`src/rtl/dual_channel_sync_fifo.sv`:
```
// ============================================================================
//  Module   : dual_channel_sync_fifo
//  Brief    : Synchronous FIFO fed from one of two input channels through a
//             2:1 selector. Read data is registered (1-cycle latency) and
//             qualified by Data_Valid. Full/Empty are decoded from the
//             registered occupancy count only.
//  Options  : define FIFO_ERR_FLAGS_EN to add sticky Overflow/Underflow
//             outputs flagging requests dropped while Full/Empty.
//  Revision : 1.0 - initial release
// ============================================================================
`default_nettype none

module dual_channel_sync_fifo #(
  parameter int DATA_WIDTH = 8,
  parameter int ADDR_WIDTH = 4
) (
  input  logic                  clk,
  input  logic                  reset,
  input  logic                  Mux,
  input  logic                  Write,
  input  logic                  Read,
  input  logic [DATA_WIDTH-1:0] Ch1_Data,
  input  logic [DATA_WIDTH-1:0] Ch2_Data,
  output logic [DATA_WIDTH-1:0] Data_Out,
  output logic                  Data_Valid,
  output logic                  Full,
  output logic                  Empty,
  output logic [ADDR_WIDTH:0]   Level
`ifdef FIFO_ERR_FLAGS_EN
  ,
  output logic                  Overflow,
  output logic                  Underflow
`endif
);

  localparam int                DEPTH     = 1 << ADDR_WIDTH;
  localparam logic [ADDR_WIDTH:0] DEPTH_LVL = {1'b1, {ADDR_WIDTH{1'b0}}};

  logic [DATA_WIDTH-1:0] mem [DEPTH];

  logic [ADDR_WIDTH-1:0] wr_ptr_q, wr_ptr_d;
  logic [ADDR_WIDTH-1:0] rd_ptr_q, rd_ptr_d;
  logic [ADDR_WIDTH:0]   level_q,  level_d;
  logic [DATA_WIDTH-1:0] dout_q,   dout_d;
  logic                  valid_q,  valid_d;

  logic                  wr_acc;
  logic                  rd_acc;
  logic [DATA_WIDTH-1:0] wr_data;

  // Flags come from the registered level only, never from same-cycle requests.
  assign Full  = (level_q == DEPTH_LVL);
  assign Empty = (level_q == '0);

  assign wr_acc  = Write & ~Full;
  assign rd_acc  = Read  & ~Empty;
  assign wr_data = Mux ? Ch1_Data : Ch2_Data;

  assign Data_Out   = dout_q;
  assign Data_Valid = valid_q;
  assign Level      = level_q;

  // Next-state: pointer advance, occupancy update and registered read data.
  always_comb begin
    wr_ptr_d = wr_ptr_q;
    rd_ptr_d = rd_ptr_q;
    level_d  = level_q;
    dout_d   = dout_q;
    valid_d  = rd_acc;
    if (wr_acc) wr_ptr_d = wr_ptr_q + 1'b1;
    if (rd_acc) begin
      rd_ptr_d = rd_ptr_q + 1'b1;
      dout_d   = mem[rd_ptr_q];
    end
    case ({wr_acc, rd_acc})
      2'b10:   level_d = level_q + 1'b1;
      2'b01:   level_d = level_q - 1'b1;
      default: level_d = level_q;
    endcase
  end

  // Control and output registers, cleared asynchronously.
  always_ff @(posedge clk or negedge reset) begin
    if (!reset) begin
      wr_ptr_q <= '0;
      rd_ptr_q <= '0;
      level_q  <= '0;
      dout_q   <= '0;
      valid_q  <= 1'b0;
    end else begin
      wr_ptr_q <= wr_ptr_d;
      rd_ptr_q <= rd_ptr_d;
      level_q  <= level_d;
      dout_q   <= dout_d;
      valid_q  <= valid_d;
    end
  end

  // Storage array: written only on accepted writes, deliberately not reset.
  always_ff @(posedge clk) begin
    if (wr_acc) mem[wr_ptr_q] <= wr_data;
  end

`ifdef FIFO_ERR_FLAGS_EN
  logic ovf_q, ovf_d;
  logic udf_q, udf_d;

  // Sticky error flags: a request seen while Full/Empty is one that was dropped.
  always_comb begin
    ovf_d = ovf_q | (Write & Full);
    udf_d = udf_q | (Read  & Empty);
  end

  // Error flag registers, cleared only by reset.
  always_ff @(posedge clk or negedge reset) begin
    if (!reset) begin
      ovf_q <= 1'b0;
      udf_q <= 1'b0;
    end else begin
      ovf_q <= ovf_d;
      udf_q <= udf_d;
    end
  end

  assign Overflow  = ovf_q;
  assign Underflow = udf_q;
`endif

endmodule

`default_nettype wire

```
`config.mk`:
```
export PLATFORM = sky130hd
export DESIGN_NAME = dual_channel_sync_fifo
export DESIGN_NICKNAME = d
export VERILOG_FILES = /design/src/rtl/dual_channel_sync_fifo.sv
export SDC_FILE = /design/constraint.sdc
export NUM_CORES = 1
export LEC_CHECK = 0
export ABC_AREA = 1
export CAP_MARGIN = 25
export CELL_PAD_IN_SITES_DETAIL_PLACEMENT = 1
export CELL_PAD_IN_SITES_GLOBAL_PLACEMENT = 2
export CORE_MARGIN = 5
export CORE_UTILIZATION = 35
export DETAILED_ROUTE_END_ITERATION = 10
export GPL_ROUTABILITY_DRIVEN = 1
export PLACE_DENSITY_LB_ADDON = 0.1
export SLEW_MARGIN = 20
export SYNTH_ARGS = -nofsm -noshare
export SYNTH_HDL_FRONTEND = slang
export SYNTH_SLANG_ARGS = --single-unit
```
`constraint.sdc`:
```
create_clock -name clk -period 2.5 [get_ports clk]
set_input_delay 0.375 -clock clk [delete_from_list [all_inputs] [get_ports clk]]
set_output_delay 0.375 -clock clk [all_outputs]
set_load 0.01 [all_outputs]
```
==> impl_metrics.tcl <==
set metrics [dict create \
    rsz0062_at_grt "false" \
    slew_violations 0 \
    h-tree-depth 4 \
    drive_above_1_share_pct 8.933 \
    synth_seq_cells 150 \
    globalplace.congestion 0.7466 \
    synth_edf_count 128 \
    synthTopCellsByArea "edfxtp_1 56%, nand2_1 13%, dfrtp_1 8.1%" \
    period_needed_ps 2274 \
    relSlewSlack_pct 56.41 \
    antenna_found_initial 0 \
    vias_per_cell 4.591 \
    worst_path_max_delay_cell "clkdlybuf4s50_1" \
    postCtsSetupBuffers 0 \
    synth_xor_area_share_pct 0.9007 \
    yosys.area.top_type "edfxtp_1" \
    setup-violations-final 0 \
    synth_top_family_by_area "simple AND/OR/NAND/NOR gates" \
    cts-buffers-inserted 17 \
    cts.clk_slew.worst_paths_ps 60 \
    ant_nets 0 \
    p_per_area_nw_per_um2 1078 \
    yosysTopAreaCellShare_pct 56.47 \
    ys_seq_area_share_pct 64.56 \
    grt_max_degree 66 \
    synth-async-reset-ratio_pct 14.67 \
    ctsHoldBuffers 0 \
    synth_compound_area_share_pct 0.5699 \
    status "finished clean" \
    track_usage_pct 17.29 \
    die_area_um2 22340 \
    critPathRequiredTime_ps 2120 \
    drt-initial-drc-count 209 \
    dp.cells 983 \
    io_pins 37 \
    crit_family "buffers and inverters" \
    netlist_area_um2 6807 \
    rows 51 \
    synth-simple-area-share_pct 21.53 \
    fin_crit_sh_pct 90.94 \
    vias 4660 \
    cts_resized 0 \
    maxCapViolCount 0 \
    cp_max_fo 4 \
    drt_first_pass_iters 4 \
    fin_cells 1015 \
    min_path_type "in2async" \
    critPathKind "reg2out" \
    avgSynthCellArea_um2 9.980 \
    fin_skew_ps 7.954 \
    netlist_instances 682 \
    die_w_um 149.5 \
    clk_latency_ps 420 \
    routedWlPerCell_um 17.93 \
    worstPathArrival_ps 1900 \
    synthAdderAreaFrac_pct 1.949 \
    diodes 0 \
    ir_drop_v 0.0005080 \
    synthMuxAreaShare_pct 1.324 \
    crit_path_end_kind "output port" \
    start_util_pct 35.20 \
    cp_cell_sequence "nor4_2, nand2_1, inv_1, clkdlybuf4s50_1" \
    crit_buf_inv 2 \
    max-clock-path-buffers 2 \
    ys_top_cells_by_count "230 x nand2_1, 128 x edfxtp_1, 119 x inv_1" \
    cpPeakStageDelay_ps 530 \
    grt_pass1_wl_mm 28.37 \
    port_buffers 36 \
    die_h_um 149.5 \
    dpl.hpwl_mm 11.87 \
    synth-main-ff-cell "edfxtp_1" \
    start_kind "register" \
    cts_tree "built" \
    areaGrowthSynthToFinish_pct 19.26 \
    grt_overflow 0 \
    routed_wl_mm 18.20 \
    drc 0 \
    max_slew.worst_pin.slew_ps 653.1 \
    yosys_warnings 0 \
    ys_types 25 \
    yosysMostFrequentCell "nand2_1" \
    hold_viol 0 \
    fmax_mhz 439.8 \
    synth_fp_nets 713 \
    cts.sinks 150 \
    p_leak_nw 3.542 \
    core_area_um2 19330 \
    tns_ps 0 \
    layout.nets 768 \
    cts_root_buf "clkbuf_16" \
    grt_pass1_vias 5156 \
]
-- state kept, by name, summed over array words and instances (netlist names) --
signal      flops
mem           128
Data_Out        8
Level           5
rd_ptr_q        4
wr_ptr_q        4
Data_Valid      1
-- cell type report --
cell class | count | area [µm²]
fill | 2178 | 11220
sequential | 150 | 4395
multi-input combinational | 381 | 1788
timing repair buffer | 66 | 598.1
inverter | 121 | 454.2
clock buffer | 22 | 444.2
tap | 265 | 331.6
clock inverter | 10 | 106.4
-- path summary, 6_finish.rpt --
kind,endpoint,slack (ps),depth (start not counted),start
setup reg to reg,Level[4]$_DFFE_PN0P_,230,13,Level[3]$_DFFE_PN0P_
max in group asynchronous,rd_ptr_q[0]$_DFFE_PN0P_,1910,2,reset
min in group clk,Data_Out[2]$_DFFE_PN0P_,480,2,Data_Out[2]$_DFFE_PN0P_
hold / removal,Data_Out[4]$_DFFE_PN0P_,320,2,reset
setup / recovery,Empty,230,4,Level[3]$_DFFE_PN0P_
hold reg to reg,Data_Out[2]$_DFFE_PN0P_,480,2,Data_Out[2]$_DFFE_PN0P_
-- metal layers --
metal | track usage (%) | share of wire [%]
met5 | 0 | 0
met2 | 30.63 | 52
met4 | 5.995 | 2.0
met3 | 2.998 | 4.1
met1 | 21.32 | 42
-- cells in the final DEF, fill, tap and decap left out, types with 4 or more instances in the layout --
master	n
clkbuf_1	5
clkdlybuf4s50_1	36
edfxtp_1	128
inv_1	119
buf_4	29
clkbuf_16	17
dfrtp_1	21
nand3_1	99
xnor2_1	4
nand2_1	230
nor3_1	16
mux2_2	8
ha_1	9
-- cells by family after synthesis --
family,after synthesis
AO/OA/AOI/OAI,7
flip-flops,150
XOR/XNOR,7
buffers and inverters,151
adder cells (fa/ha/maj),10
multiplexers,8
AND/OR/NAND/NOR,349
-- where the power goes --
| group | switching [W] | internal [W] |
|---|---|---|
| Sequential | 0.000193 | 0.00308 |
| Clock | 0.000952 | 0.00146 |
| Combinational | 0.00203 | 0.00104 |
-- stage by stage --
stage / area, µm² / util [%] / total power, W / setup WS (ps) / hold WS, ps
after global placement: 7567 / 39.14 / 0.006378 / 262.5 / 466.5
final: 8118 / 41.99 / 0.008755 / 226.4 / 321.4
after global routing: 8118 / 41.99 / 0.009348 / 56.13 / 343.2
after CTS: 8118 / 41.99 / 0.008923 / 196.3 / 320.2
after detailed placement: 7567 / 39.14 / 0.006483 / 244.4 / 468.3
after floorplan: 6807 / - / 0.005206 / 108.9 / 79.41
(Power assumes the default switching activity.)
